[src/rtl/nes_clk_gen_pkg.sv]
// Shared types and default timing constants for the NES master-clock divider.
package nes_clk_pkg;

  localparam int unsigned CNT_W = 4;

  localparam int unsigned DEF_NTSC_CPU_DIV = 12;
  localparam int unsigned DEF_PAL_CPU_DIV  = 16;
  localparam int unsigned DEF_NTSC_PPU_DIV = 4;
  localparam int unsigned DEF_PAL_PPU_DIV  = 5;
  localparam int unsigned DEF_NTSC_M2_RISE = 4;
  localparam int unsigned DEF_PAL_M2_RISE  = 6;

  typedef enum logic {
    REGION_NTSC = 1'b0,
    REGION_PAL  = 1'b1
  } region_t;

  // Dividers are carried as terminal count (N-1) so a divide-by-16 fits CNT_W.
  typedef struct packed {
    logic [CNT_W-1:0] cpu_max;
    logic [CNT_W-1:0] ppu_max;
    logic [CNT_W-1:0] phi2_rise;
    logic [CNT_W-1:0] m2_rise;
  } timing_t;

  typedef struct packed {
    logic pause_ack;
    logic cpu_ce;
    logic apu_ce;
    logic ppu_ce;
    logic phi2;
    logic m2;
  } outs_t;

  function automatic timing_t make_timing(int unsigned cpu_div, int unsigned ppu_div,
                                          int unsigned m2_at);
    timing_t t;
    t.cpu_max   = CNT_W'(cpu_div - 1);
    t.ppu_max   = CNT_W'(ppu_div - 1);
    t.phi2_rise = CNT_W'(cpu_div / 2);
    t.m2_rise   = CNT_W'(m2_at);
    return t;
  endfunction

endpackage

[src/rtl/nes_clk_gen_if.sv]
// Region/pause controls in, CPU/PPU/APU timing strobes and bus phases out.
interface nes_clk_gen_if;
  logic pal;
  logic pause_req;
  logic pause_ack;
  logic cpu_ce;
  logic apu_ce;
  logic ppu_ce;
  logic phi2;
  logic m2;

  modport master (
    input  pal, pause_req,
    output pause_ack, cpu_ce, apu_ce, ppu_ce, phi2, m2
  );

  modport slave (
    output pal, pause_req,
    input  pause_ack, cpu_ce, apu_ce, ppu_ce, phi2, m2
  );
endinterface

[src/rtl/nes_clk_gen_clk_divider.sv]
// Modulo-(max_i+1) counter with freeze; exposes the next count and terminal count.
module clk_divider
  import nes_clk_pkg::*;
(
  input  logic             clk,
  input  logic             reset_n,
  input  logic [CNT_W-1:0] max_i,
  input  logic             freeze_i,
  output logic [CNT_W-1:0] cnt_d_o,
  output logic             wrap_o
);

  logic [CNT_W-1:0] cnt_q;
  logic [CNT_W-1:0] cnt_d;

  // wrap_o flags the terminal count regardless of freeze, so the caller can
  // decide to freeze on it without a combinational loop.
  assign wrap_o  = (cnt_q == max_i);
  assign cnt_d_o = cnt_d;

  always_comb begin
    cnt_d = cnt_q;
    if (!freeze_i) begin
      cnt_d = wrap_o ? '0 : cnt_q + CNT_W'(1);
    end
  end

  always_ff @(posedge clk) begin
    if (!reset_n) begin
      cnt_q <= max_i;
    end else begin
      cnt_q <= cnt_d;
    end
  end

endmodule

[src/rtl/nes_clk_gen.sv]
// NES master-clock divider: CPU/APU/PPU enables, phi2/M2 phases and pause handshake.
module nes_clk_gen
  import nes_clk_pkg::*;
#(
  parameter int unsigned NTSC_CPU_DIV = DEF_NTSC_CPU_DIV,
  parameter int unsigned PAL_CPU_DIV  = DEF_PAL_CPU_DIV,
  parameter int unsigned NTSC_PPU_DIV = DEF_NTSC_PPU_DIV,
  parameter int unsigned PAL_PPU_DIV  = DEF_PAL_PPU_DIV,
  parameter int unsigned NTSC_M2_RISE = DEF_NTSC_M2_RISE,
  parameter int unsigned PAL_M2_RISE  = DEF_PAL_M2_RISE
) (
  input  logic          clk,
  input  logic          reset_n,
  nes_clk_gen_if.master bus
);

  localparam logic [0:0] ST_RUN    = 1'b0;
  localparam logic [0:0] ST_PAUSED = 1'b1;

  localparam timing_t NTSC_TIM = make_timing(NTSC_CPU_DIV, NTSC_PPU_DIV, NTSC_M2_RISE);
  localparam timing_t PAL_TIM  = make_timing(PAL_CPU_DIV, PAL_PPU_DIV, PAL_M2_RISE);

  region_t          pal_q;
  region_t          region_sel;
  timing_t          tim;
  logic [0:0]       state_q, state_d;
  logic             apu_phase_q, apu_phase_d;
  outs_t            out_q, out_d;
  logic             freeze;
  logic [CNT_W-1:0] ccnt_d, pcnt_d;
  logic             cpu_wrap, ppu_wrap;
  logic             cpu_adv, ppu_adv;

  // While in reset the live pal input selects the divisors, so the counters
  // reload with the terminal count of the region being latched on that edge.
  assign region_sel = reset_n ? pal_q : region_t'(bus.pal);
  assign tim        = (region_sel == REGION_PAL) ? PAL_TIM : NTSC_TIM;

  always_comb begin
    state_d = state_q;
    freeze  = 1'b0;
    case (state_q)
      ST_RUN: begin
        if (bus.pause_req && cpu_wrap) begin
          state_d = ST_PAUSED;
          freeze  = 1'b1;
        end
      end
      ST_PAUSED: begin
        if (bus.pause_req) freeze = 1'b1;
        else               state_d = ST_RUN;
      end
      default: state_d = ST_RUN;
    endcase
  end

  clk_divider u_cpu_div (
    .clk      (clk),
    .reset_n  (reset_n),
    .max_i    (tim.cpu_max),
    .freeze_i (freeze),
    .cnt_d_o  (ccnt_d),
    .wrap_o   (cpu_wrap)
  );

  clk_divider u_ppu_div (
    .clk      (clk),
    .reset_n  (reset_n),
    .max_i    (tim.ppu_max),
    .freeze_i (freeze),
    .cnt_d_o  (pcnt_d),
    .wrap_o   (ppu_wrap)
  );

  // Outputs decode next-state counts so each flop matches the count it sits beside.
  always_comb begin
    cpu_adv     = cpu_wrap && (ccnt_d == '0);
    ppu_adv     = ppu_wrap && (pcnt_d == '0);
    apu_phase_d = apu_phase_q ^ cpu_adv;
    out_d       = '0;
    if (state_d == ST_PAUSED) begin
      out_d.pause_ack = 1'b1;
    end else begin
      out_d.cpu_ce = cpu_adv;
      out_d.apu_ce = cpu_adv && !apu_phase_d;
      out_d.ppu_ce = ppu_adv;
      out_d.phi2   = (ccnt_d >= tim.phi2_rise);
      out_d.m2     = (ccnt_d >= tim.m2_rise);
    end
  end

  always_ff @(posedge clk) begin
    if (!reset_n) begin
      pal_q       <= region_t'(bus.pal);
      state_q     <= ST_RUN;
      apu_phase_q <= 1'b1;
      out_q       <= '0;
    end else begin
      state_q     <= state_d;
      apu_phase_q <= apu_phase_d;
      out_q       <= out_d;
    end
  end

  assign bus.pause_ack = out_q.pause_ack;
  assign bus.cpu_ce    = out_q.cpu_ce;
  assign bus.apu_ce    = out_q.apu_ce;
  assign bus.ppu_ce    = out_q.ppu_ce;
  assign bus.phi2      = out_q.phi2;
  assign bus.m2        = out_q.m2;

endmodule

[src/flat_wrapper.sv]
// flat-port wrapper written by rule: the top's interface ports become plain ports
module nes_clk_gen_flat import nes_clk_pkg::*;
#(
  parameter int unsigned NTSC_CPU_DIV = DEF_NTSC_CPU_DIV,
  parameter int unsigned PAL_CPU_DIV  = DEF_PAL_CPU_DIV,
  parameter int unsigned NTSC_PPU_DIV = DEF_NTSC_PPU_DIV,
  parameter int unsigned PAL_PPU_DIV  = DEF_PAL_PPU_DIV,
  parameter int unsigned NTSC_M2_RISE = DEF_NTSC_M2_RISE,
  parameter int unsigned PAL_M2_RISE  = DEF_PAL_M2_RISE
)
  (clk, reset_n, bus_pal, bus_pause_req, bus_pause_ack, bus_cpu_ce, bus_apu_ce, bus_ppu_ce, bus_phi2, bus_m2);
  nes_clk_gen_if bus_i ();
  input  logic clk;
  input  logic reset_n;
  input wire logic [$bits(bus_i.pal)-1:0] bus_pal;
  input wire logic [$bits(bus_i.pause_req)-1:0] bus_pause_req;
  output wire logic [$bits(bus_i.pause_ack)-1:0] bus_pause_ack;
  output wire logic [$bits(bus_i.cpu_ce)-1:0] bus_cpu_ce;
  output wire logic [$bits(bus_i.apu_ce)-1:0] bus_apu_ce;
  output wire logic [$bits(bus_i.ppu_ce)-1:0] bus_ppu_ce;
  output wire logic [$bits(bus_i.phi2)-1:0] bus_phi2;
  output wire logic [$bits(bus_i.m2)-1:0] bus_m2;
  assign bus_i.pal = bus_pal;
  assign bus_i.pause_req = bus_pause_req;
  assign bus_pause_ack = bus_i.pause_ack;
  assign bus_cpu_ce = bus_i.cpu_ce;
  assign bus_apu_ce = bus_i.apu_ce;
  assign bus_ppu_ce = bus_i.ppu_ce;
  assign bus_phi2 = bus_i.phi2;
  assign bus_m2 = bus_i.m2;
  nes_clk_gen #(.NTSC_CPU_DIV(NTSC_CPU_DIV), .PAL_CPU_DIV(PAL_CPU_DIV), .NTSC_PPU_DIV(NTSC_PPU_DIV), .PAL_PPU_DIV(PAL_PPU_DIV), .NTSC_M2_RISE(NTSC_M2_RISE), .PAL_M2_RISE(PAL_M2_RISE)) u_core (.clk(clk), .reset_n(reset_n), .bus(bus_i));
endmodule
[config.mk]
export PLATFORM = sky130hd
export DESIGN_NAME = nes_clk_gen_flat
export DESIGN_NICKNAME = d
export VERILOG_FILES = /design/src/rtl/nes_clk_gen_pkg.sv /design/src/rtl/nes_clk_gen_if.sv /design/src/rtl/nes_clk_gen_clk_divider.sv /design/src/rtl/nes_clk_gen.sv /design/src/flat_wrapper.sv
export SDC_FILE = /design/constraint.sdc
export NUM_CORES = 1
export LEC_CHECK = 0
export CAP_MARGIN = 25
export CELL_PAD_IN_SITES_DETAIL_PLACEMENT = 2
export CELL_PAD_IN_SITES_GLOBAL_PLACEMENT = 2
export CORE_MARGIN = 4
export CORE_UTILIZATION = 33
export DETAILED_ROUTE_END_ITERATION = 6
export PLACE_DENSITY_LB_ADDON = 0.1
export SETUP_SLACK_MARGIN = 0.4
export SKIP_LAST_GASP = 1
export SYNTH_ARGS = -nofsm -noshare
export SYNTH_HDL_FRONTEND = slang
export SYNTH_SLANG_ARGS = --single-unit
[constraint.sdc]
create_clock -name clk -period 2.75 [get_ports clk]
set_input_delay 0.275 -clock clk [delete_from_list [all_inputs] [get_ports clk]]
set_output_delay 0.275 -clock clk [all_outputs]
set_load 0.05 [all_outputs]
==> summary.md <==
| Metric | Value |
|---|---|
| Outcome | `completed` |
| Diode count | `0` |
| Sequential-to-total area share from yosys stat | `38.44%` |
| CP top delay family | `multiplexers` |
| Slowest CP cell | `dfxtp_4` |
| Vias in the first global route | `738` |
| Yosys warns | `0` |
| Critical Path Max Stage Delay | `0.38 ns` |
| Worst vdd ir | `0.5263 mV` |
| CTS sink cnt | `16` |
| WL met1 | `1026 um` |
| Antenna violations before repair | `0` |
| Setup crit end kind | `flop` |
| Switching Power | `0.0004689 W` |
| Final Skew | `0.002225 ns` |
| Met2 wire len | `1001 um` |
| Count of final hold-check violations | `0` |
| Pre-CTS WS | `0.1428 ns` |
| Buf/Inv on CP | `0` |
| Relative slew margins | `66.55%` |
| Largest net degree at the start of global routing | `17` |
| Worst-path fanout max | `7` |
| Avg Vias per Cell | `5.368` |
| Pleak | `0.4444 nW` |
| WP data required | `2.96 ns` |
| Setup_tns | `0 ns` |
| Critical-path cell list | `ha_2 -> nand3_1 -> mux2_4 -> o21ai_4 -> mux2i_2 -> ha_1 -> a21oi_1 -> o21ai_0 -> a21oi_1` |
| Switching share of power | `41.92%` |
| Final worst setup slack | `0.5654 ns` |
| Hold_buf cts | `0` |
| Startpoint types | `flop` |
| Design area | `1030 um^2` |
| Synth Net Count | `100` |
| Syn avg cell area | `9.363 um^2` |
| Unrepaired setup endpoints after global routing | `no` |
| Worst Hold Class | `in -> reg` |
| Placeable Area | `2297 um^2` |
| Clock slew at reported path FFs | `0.11 ns` |
| First-pass GRT wire length | `3677 um` |
| DRT antenna net count | `0` |
| DR iter-0 viols | `26` |
| Synth Instances | `89` |
| Final worst path period share | `79.44%` |
| Row Count | `17` |
| DRT Wirelength | `2139 um` |
| Count of different cell masters after synthesis | `32` |
| Die Area | `3393 um^2` |
| CTS tree | `yes` |
| Worst path most repeated cell | `a21oi_1` |
| Starting Density | `36.27%` |
| Worst-Margin Slew | `0.5002 ns` |
| Cell area after synthesis | `833.3 um^2` |
| Combinational share of power | `52.5%` |
| Root Driver | `clkbuf_4` |
| Min Hold Slack | `0.3456 ns` |
| Type of the worst setup path | `reg -> reg` |
| Final nets | `117` |
| I/O Buffers | `9` |
| Gp weighted congestion | `0.7280` |
| Pint | `0.0006496 W` |
| Final max-slew violation count | `0` |
| Clock network power share | `14.6%` |
| # Post-CTS Setup Buffers | `0` |
| Arr. time, crit path | `2.40 ns` |
| Num CTS Buffers | `3` |
| Io pins | `10` |
| Pwr per Cell Area | `1086 nW/um^2` |
| # Max-Cap Violations | `0` |
| Count of final setup violators | `0` |
| DR top layer | `met4` |
| Overall Global Routing Usage | `14.57%` |
| Max Buffers Root-to-Sink | `2` |
| Sequential Power Share | `32.9%` |
| Synthesized flop and latch total | `16` |
| Placed cell areas | `980.9 um^2` |
| Fin crit period | `2.185 ns` |
| Share of layout cells above drive strength 1 | `16.19%` |
| Post-route DRC violation count | `0` |
| Dpl hpwl | `1641 um` |
| Routed wl met3 | `73 um` |
| DR WL/cell | `16.08 um` |
| Die Width | `58.25 um` |
| Grt ovf | `0` |
| Die height | `58.25 um` |
| Total power | `0.001119 W` |
| Latest clock arrival within the worst-skew pair | `0.29 ns` |
| CTS H-tree lvls | `1` |
| Achievable Freq | `457.8 MHz` |
| Routed via count | `714` |
| Layout area overhead | `23.57%` |
| Initial DRT Pass Iterations | `3` |
flip-flops by register name (all words and copies together), names as in the netlist:
signal,count
u_core.apu_phase_q,1
u_core.bus.pause_ack,1
u_core.bus.phi2,1
u_core.u_ppu_div.cnt_q,4
u_core.bus.apu_ce,1
u_core.bus.ppu_ce,1
u_core.bus.m2,1
u_core.u_cpu_div.cnt_q,4
u_core.pal_q,1
u_core.bus.cpu_ce,1
worst reg2reg max path, delay by kind of cell, from the launching register on:
family	cells	cell delay [ns]
mux	2	0.59
compound gates	4	0.58
fa+ha+maj	2	0.49
flops	1	0.38
simple gates	1	0.08
cells in the mapped netlist, drive strengths merged:
library cell  instances  area, um^2
o21bai                1       7.510
a31oi                 2       12.51
dfxtp                16       320.3
o21ai                 4       31.28
and3                  2       12.51
nand3                 5       25.02
o41a                  1       11.26
a32o                  1       10.01
a21o                  2       15.01
or2b                  1       7.510
a21oi                 9       45.04
nor4b                 2       17.52
nand2b                1       6.260
nor4bb                1       10.01
nor2                  4       15.01
nor3b                 1       7.510
mux2i                 3       42.54
and2                  1       6.260
nor3                  1       5.000
clkbuf                1       3.750
inv                   6       22.52
ha                    7       87.58
buf                   1       11.26
nand2                 9       33.78
nor2b                 1       6.260
mux2                  2       30.03
nand3b                1       7.510
nand4                 1       6.260
o21a                  1       7.510
o221ai                1       8.760
cells by family (layout without fill, tap and decap cells):
logic type / count (synthesis) / count (layout) / synth area share, %
DFF: 16 / 16 / 38.44
and+or+nand+nor: 31 / 31 / 19.97
muxes: 5 / 5 / 8.709
buffers and inverters: 8 / 24 / 4.504
adders and majority gates: 7 / 7 / 10.51
AOI/OAI and AO/OA: 22 / 22 / 17.87
worst paths after layout:
kind | startpoint | endpoint | slack, ns | cells after the start
max | u_core.u_cpu_div.cnt_q[0] | u_core.bus.m2 | 0.57 | 9
min | bus_pal | u_core.u_ppu_div.cnt_q[2] | 0.35 | 3
max reg2reg | u_core.u_cpu_div.cnt_q[0] | u_core.bus.m2 | 0.57 | 9
min reg2reg | u_core.u_cpu_div.cnt_q[0] | u_core.u_cpu_div.cnt_q[0] | 0.52 | 2
routing by layer:
| metal | vias to the layer above | GRT usage, % |
|---|---|---|
| met5 | - | 0 |
| met4 | 0 | 5.960 |
| met3 | 4 | 3.341 |
| met2 | 11 | 23.23 |
| met1 | 347 | 18.83 |
| li1 | 352 | - |
power groups by stage:
stage	combinational (W)	sequential, W	clock, W
after floorplan	0.000326	0.000417	0
after global placement	0.000561	0.000364	0
after detailed placement	0.000582	0.000365	0
after CTS	0.000597	0.000364	0.000172
after global routing	0.000662	0.000380	0.000184
final	0.000587	0.000368	0.000163
layout by cell type, fill, tap and decap left out, types with 2 or more instances in the layout:
cell and n:
and3_1 2, buf_4 5, clkdlybuf4s50_1 7, clkbuf_4 3, inv_1 6, a31oi_1 2
nand3_1 5, o21ai_0 3, ha_1 6, nand2_1 9, a21o_1 2, a21oi_1 9
mux2_4 2, dfxtp_1 14, nor2_1 4, nor4b_1 2
final cells by class:
type                            instances  area, um^2
Inverter                                6       22.52
Timing Repair Buffer                   14       128.9
Tap cell                               28       35.03
Sequential cell                        16       325.3
Clock buffer                            4       36.28
Fill cell                             262        1267
Multi-Input combinational cell         65       481.7
repair_timing:
| action | 4_1_cts | 5_1_grt |
|---|---|---|
| pin swaps | 1 | 1 |
| resized for setup | 2 | 5 |
| setup endpoints to repair | 1 | 2 |
stage by stage:
step | util (%) | instances
2_1_floorplan | - | 89
3_3_place_gp | 42.70 | 129
3_5_place_dp | 42.70 | 129
4_1_cts | 44.39 | 133
5_1_grt | 44.83 | 133
6_report | 44.83 | 133
No activity file was read; power rests on OpenSTA's default activity.
